==> config.mk <==
export PLATFORM = sky130hd
export DESIGN_NAME = alu_muldiv
export DESIGN_NICKNAME = d
export VERILOG_FILES = /design/src/rtl/alu_muldiv.sv
export SDC_FILE = /design/constraint.sdc
export NUM_CORES = 1
export LEC_CHECK = 0
export CAP_MARGIN = 5
export CORE_ASPECT_RATIO = 1.25
export CORE_MARGIN = 2
export CORE_UTILIZATION = 52
export CTS_CLUSTER_DIAMETER = 60
export DETAILED_ROUTE_END_ITERATION = 8
export GPL_ROUTABILITY_DRIVEN = 0
export GPL_TIMING_DRIVEN = 0
export PLACE_DENSITY = 0.69
export SLEW_MARGIN = 15
export SYNTH_ARGS = -nofsm -noshare
export SYNTH_HDL_FRONTEND = slang
export SYNTH_SLANG_ARGS = --single-unit
==> constraint.sdc <==
create_clock -name clk -period 12.1 [get_ports clk]
set_input_delay 2.42 -clock clk [delete_from_list [all_inputs] [get_ports clk]]
set_output_delay 2.42 -clock clk [all_outputs]
set_load 0.01 [all_outputs]
==> src/rtl/alu_muldiv.sv <==
// alu_muldiv: execute-stage ALU for the MIPS core.
//   Single-cycle R-type operations are purely combinational. An iterative
//   multiply/divide unit produces one bit per cycle. Its result goes to the
//   architectural HI/LO registers.
// Ports:
//   clk, rst_n     clock (rising edge), asynchronous active-low reset
//   op             R-type function code
//   a, b           operands rs and rt (b carries a zero-extended shamt for shifts)
//   issue          the instruction in EX is valid this cycle
//   abort          pipeline flush: cancels an in-flight mul/div
//   result         combinational result
//   zero           asserted when result is zero
//   overflow       signed overflow, asserted only for ADD and SUB
//   stall          EX cannot complete this cycle (HI/LO access while busy)
//   busy           mul/div iteration in progress
//   done           one-cycle pulse when HI/LO receive a mul/div result
module alu_muldiv #(
  parameter int WIDTH = 32,
  parameter int SHW   = 5
) (
  input  logic             clk,
  input  logic             rst_n,
  input  logic [5:0]       op,
  input  logic [WIDTH-1:0] a,
  input  logic [WIDTH-1:0] b,
  input  logic             issue,
  input  logic             abort,
  output logic [WIDTH-1:0] result,
  output logic             zero,
  output logic             overflow,
  output logic             stall,
  output logic             busy,
  output logic             done
);

  localparam logic [5:0] OP_SLL  = 6'b000000, OP_SRL  = 6'b000010, OP_SRA  = 6'b000011;
  localparam logic [5:0] OP_SLLV = 6'b000100, OP_SRLV = 6'b000110, OP_SRAV = 6'b000111;
  localparam logic [5:0] OP_MFHI = 6'b010000, OP_MTHI = 6'b010001;
  localparam logic [5:0] OP_MFLO = 6'b010010, OP_MTLO = 6'b010011;
  localparam logic [5:0] OP_MULT = 6'b011000, OP_MULTU = 6'b011001;
  localparam logic [5:0] OP_DIV  = 6'b011010, OP_DIVU  = 6'b011011;
  localparam logic [5:0] OP_ADD  = 6'b100000, OP_ADDU = 6'b100001;
  localparam logic [5:0] OP_SUB  = 6'b100010, OP_SUBU = 6'b100011;
  localparam logic [5:0] OP_AND  = 6'b100100, OP_OR   = 6'b100101;
  localparam logic [5:0] OP_XOR  = 6'b100110, OP_NOR  = 6'b100111;
  localparam logic [5:0] OP_SLT  = 6'b101010, OP_SLTU = 6'b101011;

  localparam logic [1:0] S_IDLE = 2'd0, S_RUN = 2'd1, S_DONE = 2'd2;

  logic [1:0]       state_q, state_d;
  logic [SHW-1:0]   cnt_q, cnt_d;
  logic [WIDTH-1:0] acc_q, acc_d;     // product high half / partial remainder
  logic [WIDTH-1:0] pl_q, pl_d;       // multiplier -> product low / dividend -> quotient
  logic [WIDTH-1:0] opd_q, opd_d;     // multiplicand magnitude / divisor magnitude
  logic             is_div_q, is_div_d;
  logic             neg_q, neg_d;         // negate product or quotient
  logic             neg_rem_q, neg_rem_d; // remainder follows the dividend sign
  logic             div0_q, div0_d;
  logic [WIDTH-1:0] hi_q, hi_d, lo_q, lo_d;

  // ---------------- single-cycle datapath ----------------
  logic [WIDTH-1:0] sum, diff;
  logic [SHW-1:0]   shamt;

  assign sum   = a + b;
  assign diff  = a - b;
  assign shamt = b[SHW-1:0];

  // NOTE: every output of a combinational block gets a default before the case,
  // so no path leaves a value unassigned and no latch is inferred.
  always_comb begin
    result   = '0;
    overflow = 1'b0;
    case (op)
      OP_ADD: begin
        result   = sum;
        overflow = (a[WIDTH-1] == b[WIDTH-1]) && (sum[WIDTH-1] != a[WIDTH-1]);
      end
      OP_ADDU: result = sum;
      OP_SUB: begin
        result   = diff;
        overflow = (a[WIDTH-1] != b[WIDTH-1]) && (diff[WIDTH-1] != a[WIDTH-1]);
      end
      OP_SUBU: result = diff;
      OP_AND:  result = a & b;
      OP_OR:   result = a | b;
      OP_XOR:  result = a ^ b;
      OP_NOR:  result = ~(a | b);
      OP_SLT:  result = {{(WIDTH-1){1'b0}}, ($signed(a) < $signed(b))};
      OP_SLTU: result = {{(WIDTH-1){1'b0}}, (a < b)};
      OP_SLL, OP_SLLV: result = a << shamt;
      OP_SRL, OP_SRLV: result = a >> shamt;
      OP_SRA, OP_SRAV: result = $signed(a) >>> shamt;
      OP_MFHI: result = hi_q;
      OP_MFLO: result = lo_q;
      default: result = '0;
    endcase
  end

  assign zero = (result == '0);

  // ---------------- HI/LO access control ----------------
  logic is_md, is_hilo, accept, start;

  assign is_md   = (op == OP_MULT) || (op == OP_MULTU) || (op == OP_DIV) || (op == OP_DIVU);
  assign is_hilo = is_md || (op == OP_MFHI) || (op == OP_MFLO) ||
                   (op == OP_MTHI) || (op == OP_MTLO);
  assign busy    = (state_q == S_RUN);
  assign done    = (state_q == S_DONE);
  assign stall   = issue && busy && is_hilo;
  assign accept  = issue && !busy;
  assign start   = accept && is_md;

  // Operand sign handling at start: the iteration works on magnitudes.
  logic             signed_op, div_op, a_neg, b_neg;
  logic [WIDTH-1:0] mag_a, mag_b;

  assign signed_op = (op == OP_MULT) || (op == OP_DIV);
  assign div_op    = (op == OP_DIV) || (op == OP_DIVU);
  assign a_neg     = signed_op && a[WIDTH-1];
  assign b_neg     = signed_op && b[WIDTH-1];
  assign mag_a     = a_neg ? -a : a;
  assign mag_b     = b_neg ? -b : b;

  // ---------------- one iteration step ----------------
  // Multiply: add the multiplicand when the multiplier LSB is set, then shift
  // {carry, acc, pl} right; product bits fill pl from the top.
  logic [WIDTH-1:0] mul_add;
  logic [WIDTH:0]   mul_sum;
  assign mul_add = pl_q[0] ? opd_q : '0;
  assign mul_sum = {1'b0, acc_q} + {1'b0, mul_add};

  // Restoring divide: bring in the next dividend bit, subtract if it fits.
  // The remainder stays below the divisor, so it always fits in WIDTH bits.
  logic [WIDTH:0]   div_sh;
  logic             div_ge;
  logic [WIDTH-1:0] div_rem;
  assign div_sh  = {acc_q, pl_q[WIDTH-1]};
  assign div_ge  = (div_sh >= {1'b0, opd_q});
  assign div_rem = div_ge ? (div_sh[WIDTH-1:0] - opd_q) : div_sh[WIDTH-1:0];

  logic [WIDTH-1:0] step_acc, step_pl;
  assign step_acc = is_div_q ? div_rem : mul_sum[WIDTH:1];
  assign step_pl  = is_div_q ? {pl_q[WIDTH-2:0], div_ge} : {mul_sum[0], pl_q[WIDTH-1:1]};

  // Sign fix-up applied to the last step's output as it is written to HI/LO.
  logic [2*WIDTH-1:0] prod, prod_fix;
  logic [WIDTH-1:0]   quot, rem, fin_hi, fin_lo;
  assign prod     = {step_acc, step_pl};
  assign prod_fix = neg_q ? -prod : prod;
  assign quot     = div0_q ? '1 : (neg_q ? -step_pl : step_pl);
  assign rem      = neg_rem_q ? -step_acc : step_acc;  // a/0 leaves |a|, restored to a
  assign fin_hi   = is_div_q ? rem  : prod_fix[2*WIDTH-1:WIDTH];
  assign fin_lo   = is_div_q ? quot : prod_fix[WIDTH-1:0];

  // ---------------- sequencing ----------------
  always_comb begin
    state_d   = state_q;
    cnt_d     = cnt_q;
    acc_d     = acc_q;
    pl_d      = pl_q;
    opd_d     = opd_q;
    is_div_d  = is_div_q;
    neg_d     = neg_q;
    neg_rem_d = neg_rem_q;
    div0_d    = div0_q;
    hi_d      = hi_q;
    lo_d      = lo_q;
    case (state_q)
      S_RUN: begin
        if (abort) begin
          state_d = S_IDLE;
        end else begin
          acc_d = step_acc;
          pl_d  = step_pl;
          cnt_d = cnt_q + 1'b1;
          if (cnt_q == SHW'(WIDTH - 1)) begin
            state_d = S_DONE;
            hi_d    = fin_hi;
            lo_d    = fin_lo;
          end
        end
      end
      default: begin  // IDLE and DONE both accept new work
        state_d = S_IDLE;
        if (start) begin
          state_d   = S_RUN;
          cnt_d     = '0;
          acc_d     = '0;
          opd_d     = div_op ? mag_b : mag_a;
          pl_d      = div_op ? mag_a : mag_b;
          is_div_d  = div_op;
          neg_d     = a_neg ^ b_neg;
          neg_rem_d = a_neg;
          div0_d    = div_op && (b == '0);
        end else if (accept && op == OP_MTHI) begin
          hi_d = a;
        end else if (accept && op == OP_MTLO) begin
          lo_d = a;
        end
      end
    endcase
  end

  // NOTE: the operand and partial registers are reset along with HI/LO, so a
  // reset mid-operation leaves no stale state that could leak into a later run.
  always_ff @(posedge clk or negedge rst_n) begin
    if (!rst_n) begin
      state_q   <= S_IDLE;
      cnt_q     <= '0;
      acc_q     <= '0;
      pl_q      <= '0;
      opd_q     <= '0;
      is_div_q  <= 1'b0;
      neg_q     <= 1'b0;
      neg_rem_q <= 1'b0;
      div0_q    <= 1'b0;
      hi_q      <= '0;
      lo_q      <= '0;
    end else begin
      // NOTE: non-blocking assignments, so every register samples pre-edge values.
      state_q   <= state_d;
      cnt_q     <= cnt_d;
      acc_q     <= acc_d;
      pl_q      <= pl_d;
      opd_q     <= opd_d;
      is_div_q  <= is_div_d;
      neg_q     <= neg_d;
      neg_rem_q <= neg_rem_d;
      div0_q    <= div0_d;
      hi_q      <= hi_d;
      lo_q      <= lo_d;
    end
  end

endmodule

==> results of run 1 <==
==> cell usage after synthesis (52+ instances only) <==
| cell | n | area [um2] |
|---|---|---|
| inv_1 | 177 | 664 |
| nor2_1 | 366 | 1370 |
| ha_1 | 167 | 2090 |
| a21oi_1 | 290 | 1450 |
| mux2i_1 | 107 | 1070 |
| nor3_1 | 109 | 546 |
| nand3_1 | 107 | 536 |
| clkbuf_1 | 193 | 724 |
| a31oi_1 | 86 | 538 |
| o211ai_1 | 63 | 473 |
| a211oi_1 | 52 | 390 |
| xnor2_1 | 117 | 1020 |
| nand2_1 | 425 | 1600 |
| o21ai_0 | 340 | 1700 |
| dfrtp_1 | 171 | 4280 |
==> routing by layer <==
layer	GRT overflow	GRT usage [%]
met5	0	4.15
met4	1	51.5
met3	0	30.4
met2	0	77.4
met1	0	58.5
==> logic make-up after synthesis <==
kind of cell | count (synthesis) | share of synthesized area [%]
XOR/XNOR | 165 | 5.70
multiplexers | 180 | 10.4
AND/OR/NAND/NOR | 1271 | 22.9
adder cells (fa/ha/maj) | 171 | 8.55
flip-flops | 171 | 16.9
buffers and inverters | 439 | 6.80
AO/OA/AOI/OAI | 1170 | 28.9
==> stage by stage <==
stage | setup slack, ns | util [%] | hold WS (ns)
after detailed placement | -1.17 | 56.7 | 0.478
after CTS | 0.0921 | 57.9 | 0.498
after global placement | -1.09 | 56.6 | 0.479
after floorplan | 1.67 | - | 0.448
==> timing repair <==
| item | CTS |
|---|---|
| gates resized for setup | 8 |
| buffers inserted | 0 |
| endpoints found under the setup margin | 2 |
==> flow_metrics.tcl, run 1 <==
set metrics [dict create \
    yosys_warnings 0 \
    grt_use_total_pct 55.3 \
    syn_area_per_cell_um2 7.11 \
    grt-ovfl-total 1 \
    port_buffers 109 \
    synth_cell_type_count 87 \
    hpwl_mm 103 \
    grt_max_degree 96 \
    cts_root_buffer "clkbuf_16" \
    cts_made_buffers 17 \
    stop_stage "5_1_grt" \
    synthArstFlopShare_pct 100 \
    hold_buffers 0 \
    synthCells 3567 \
    netlist_area_um2 25400 \
    fp-row-count 90 \
    syn_nets 3812 \
    yosysSeqAreaShare_pct 16.9 \
    cts.sinks 171 \
    ys_ff_latch 171 \
    status "did not finish" \
    htreeDepth 4 \
    grt_pass1_wl_mm 209 \
    synth-main-ff-cell "dfrtp_1" \
    num_io_pins 111 \
    error "[ERROR GRT-0116] Global routing finished with congestion. Check the congestion regions in the DRC Viewer." \
    start_util_pct 52.6 \
    dieWidth_um 202 \
    placed_area_um2 27300 \
    clockBufferDepth 2 \
    synth-edff-count 0 \
    grt_pass1_vias 32100 \
    place_inst 4321 \
    die_h_um 251 \
]
==> run 2: changes to the inputs <==
--- a/config.mk
+++ b/config.mk
@@ -6,14 +6,12 @@
 export NUM_CORES = 1
 export LEC_CHECK = 0
 export CAP_MARGIN = 5
-export CORE_ASPECT_RATIO = 1.25
 export CORE_MARGIN = 2
-export CORE_UTILIZATION = 52
-export CTS_CLUSTER_DIAMETER = 60
+export CORE_UTILIZATION = 37
 export DETAILED_ROUTE_END_ITERATION = 8
 export GPL_ROUTABILITY_DRIVEN = 0
 export GPL_TIMING_DRIVEN = 0
-export PLACE_DENSITY = 0.69
+export PLACE_DENSITY_LB_ADDON = 0.15
 export SLEW_MARGIN = 15
 export SYNTH_ARGS = -nofsm -noshare
 export SYNTH_HDL_FRONTEND = slang
==> run 2 against run 1 <==
The flow now finishes, with violations (design-rule violations, negative setup slack). Synthesized cell count did not move. Synthesized area did not move.
==> flow_metrics.tcl, run 2 <==
set metrics [dict create \
    status "complete, but fails checks" \
    violations "design-rule violations, negative setup slack" \
    place_ws_ns -1.61 \
    totalWireLength_mm 138 \
    final_cell_mix "nand2_1, nor2_1, o21ai_0, a21oi_1, clkbuf_1" \
    drv_cap 0 \
    wire_per_inst_um 30.0 \
    syn_to_final_growth_pct 11.4 \
    relSlewSlack_pct 17.1 \
    synthArstFlopShare_pct 100 \
    placed_area_um2 27600 \
    path_cells "clkdlybuf4s50_1, clkbuf_1, inv_1, ha_1, o21bai_1, a21oi_1, o31ai_1, and4_1, o21ai_0, a31oi_1, mux2i_1, o211ai_1, or3_1, nor3_1, or4b_1, or3_1, nor4_2, clkdlybuf4s50_1" \
    clockBufferDepth 2 \
    cts.sinks 171 \
    yosys.area.top_type "dfrtp_1" \
    htreeDepth 4 \
    die-area_um2 70700 \
    worstPathRequired_ns 9.68 \
    worstMarginPinSlew_ns 1.24 \
    fmax_mhz 82.6 \
    core_area_um2 68200 \
    clock_skew_ns 0.0174 \
    grt_pass1_wl_mm 197 \
    critPathMaxStageDelay_ns 0.77 \
    setup_slack_ns -0.0133 \
    multi_input_area_um2 19400 \
    viasPerCell 6.74 \
    ys_ff_latch 171 \
    synth_top_cell_area_share_pct 16.9 \
    grt-ovfl-total 0 \
    power_density_nw_per_um2 145 \
    grt_use_total_pct 37.8 \
    final_core_util_pct 41.4 \
    crit_buf_inv 4 \
    drtAntennaViolNets 0 \
    peakVddDrop_mv 0.106 \
    slew_viol_final 0 \
    hold_path.class "reg2reg" \
    firstDrtPassIters 9 \
    hpwl_mm 112 \
    setup-violations-final 1 \
    syn_area_per_cell_um2 7.11 \
    route.vias.total 31000 \
    synth-main-ff-cell "dfrtp_1" \
    crit_fanout 10 \
    port_buffers 109 \
    cp-end-kind "output pin" \
    drive_gt1_share_pct 4.56 \
    netlist_area_um2 25400 \
    initialDrtViolationCount 5132 \
    cts_root_buffer "clkbuf_16" \
    synthCells 3567 \
    netlist_top_cells_area "dfrtp_1, ha_1, o21ai_0" \
    rsz0062_at_grt "no" \
    fp-row-count 96 \
    power_leakage_nw 11.4 \
    path_class "in2out" \
    yosysMostFrequentCell "nand2_1" \
    nets 3938 \
    grt_max_degree 93 \
    grt_pass1_vias 27800 \
    min_period_ns 12.11 \
    yosys_warnings 0 \
    cts_tree "yes" \
    synth_common_cells "nand2_1, nor2_1, o21ai_0, a21oi_1, clkbuf_1" \
    hold_viol 0 \
    crit_path_start_kind "input port" \
    cts.clk_slew.worst_paths_ns 0.08 \
    yosysSeqAreaShare_pct 16.9 \
    syn_nets 3812 \
    antenna_found_initial 10 \
    crit_slowest_cell "clkbuf_1" \
    synth_cell_type_count 87 \
    final.setup.tns_ns -0.0133 \
    cts_made_buffers 17 \
    dieWidth_um 266 \
    critPathTopFamily "simple AND/OR/NAND/NOR gates" \
    layout_commonest_cell "nand2_1" \
    arrival_ns 9.69 \
    drc_errors 45 \
    num_io_pins 111 \
    fin_crit_sh_pct 100 \
    start_util_pct 37.2 \
    clock_latency_ns 0.50 \
    fillers 7280 \
    synth-edff-count 0 \
    seq_area_um2 4280 \
    die_h_um 266 \
    hold_ws_ns 0.504 \
    design_area_um2 28300 \
]
==> run 2: final cells by class <==
cell class	count	share of cell area [%]
inverter	182	2.45
timing repair buffer	111	4.00
antenna	4	0.0354
buffer	253	3.69
clock buffer	18	1.52
sequential	171	15.1
clock inverter	14	0.549
multi-input combinational	2957	68.7
tap	882	3.91
==> run 2: report_power, final <==
group          switching [mW]  internal (mW)  leakage (nW)
clock                   0.296          0.275         0.282
sequential              0.172          0.697          2.06
combinational            1.80          0.864          9.07
==> run 2: kinds of logic (layout without fill, tap and decap cells) <==
group | Yosys count | in the layout | share of synthesized area, %
AND/OR/NAND/NOR | 1271 | 1271 | 22.9
AO/OA/AOI/OAI | 1170 | 1170 | 28.9
buffers and inverters | 439 | 578 | 6.80
multiplexers | 180 | 180 | 10.4
adder cells (fa/ha/maj) | 171 | 171 | 8.55
flip-flops | 171 | 171 | 16.9
XOR/XNOR | 165 | 165 | 5.70
other | 0 | 4 | 0
==> run 2: final timing paths <==
| path | from | cells past startpoint | slack, ns | end |
|---|---|---|---|---|
| hold / removal | hi_q[11] | 2 | 0.50 | hi_q[11] |
| min in group asynchronous | rst_n | 1 | 1.89 | pl_q[7] |
| setup reg to reg | opd_q[8] | 22 | 4.68 | hi_q[14] |
| max in group asynchronous | rst_n | 2 | 9.23 | opd_q[30] |
| setup / recovery | a[2] | 18 | -0.01 | zero |
| hold reg to reg | hi_q[11] | 2 | 0.50 | hi_q[11] |
==> run 2: through the flow <==
step,total power [mW],instances
final,4.10,4592
after detailed placement,3.39,4559
after global placement,3.39,4558
after floorplan,2.50,3567
after global routing,4.30,4588
after CTS,3.96,4588
==> run 2: per-layer routing <==
metal | global-route usage (%) | wire, um | up-vias
li1 | - | - | 13300
met5 | 0 | 57 | -
met4 | 22.1 | 10100 | 8
met3 | 10.8 | 18500 | 532
met2 | 52.7 | 54100 | 2434
met1 | 51.5 | 55000 | 14700
==> run 2: worst reg2reg max path: stages (launching register included) <==
cell and delay [ns]:
dfrtp_1 0.50, inv_1 0.09, ha_1 0.27, clkbuf_1 0.32
nand4_1 0.23, nor4_1 0.88, a311oi_1 0.25, o21ai_0 0.78
nor2_1 0.33, a21boi_0 0.72, inv_1 0.32, ha_1 0.32
o211ai_1 0.16, o21bai_1 0.28, or3_1 0.27, nor2_1 0.11
nand3_1 0.12, a21oi_1 0.14, nor4b_1 0.22, nand4_1 0.23
o21ai_0 0.16, xnor2_1 0.42, o221ai_1 0.17
==> run 2: timing repair <==
item,CTS,global route
setup endpoints to repair,7,1
cloned,0,0
resized for setup,11,16
hold endpoints to repair,0,0
buffers inserted,0,1
pin swaps,0,1
hold buffers,0,0
No activity file was read; power rests on OpenSTA's default activity.
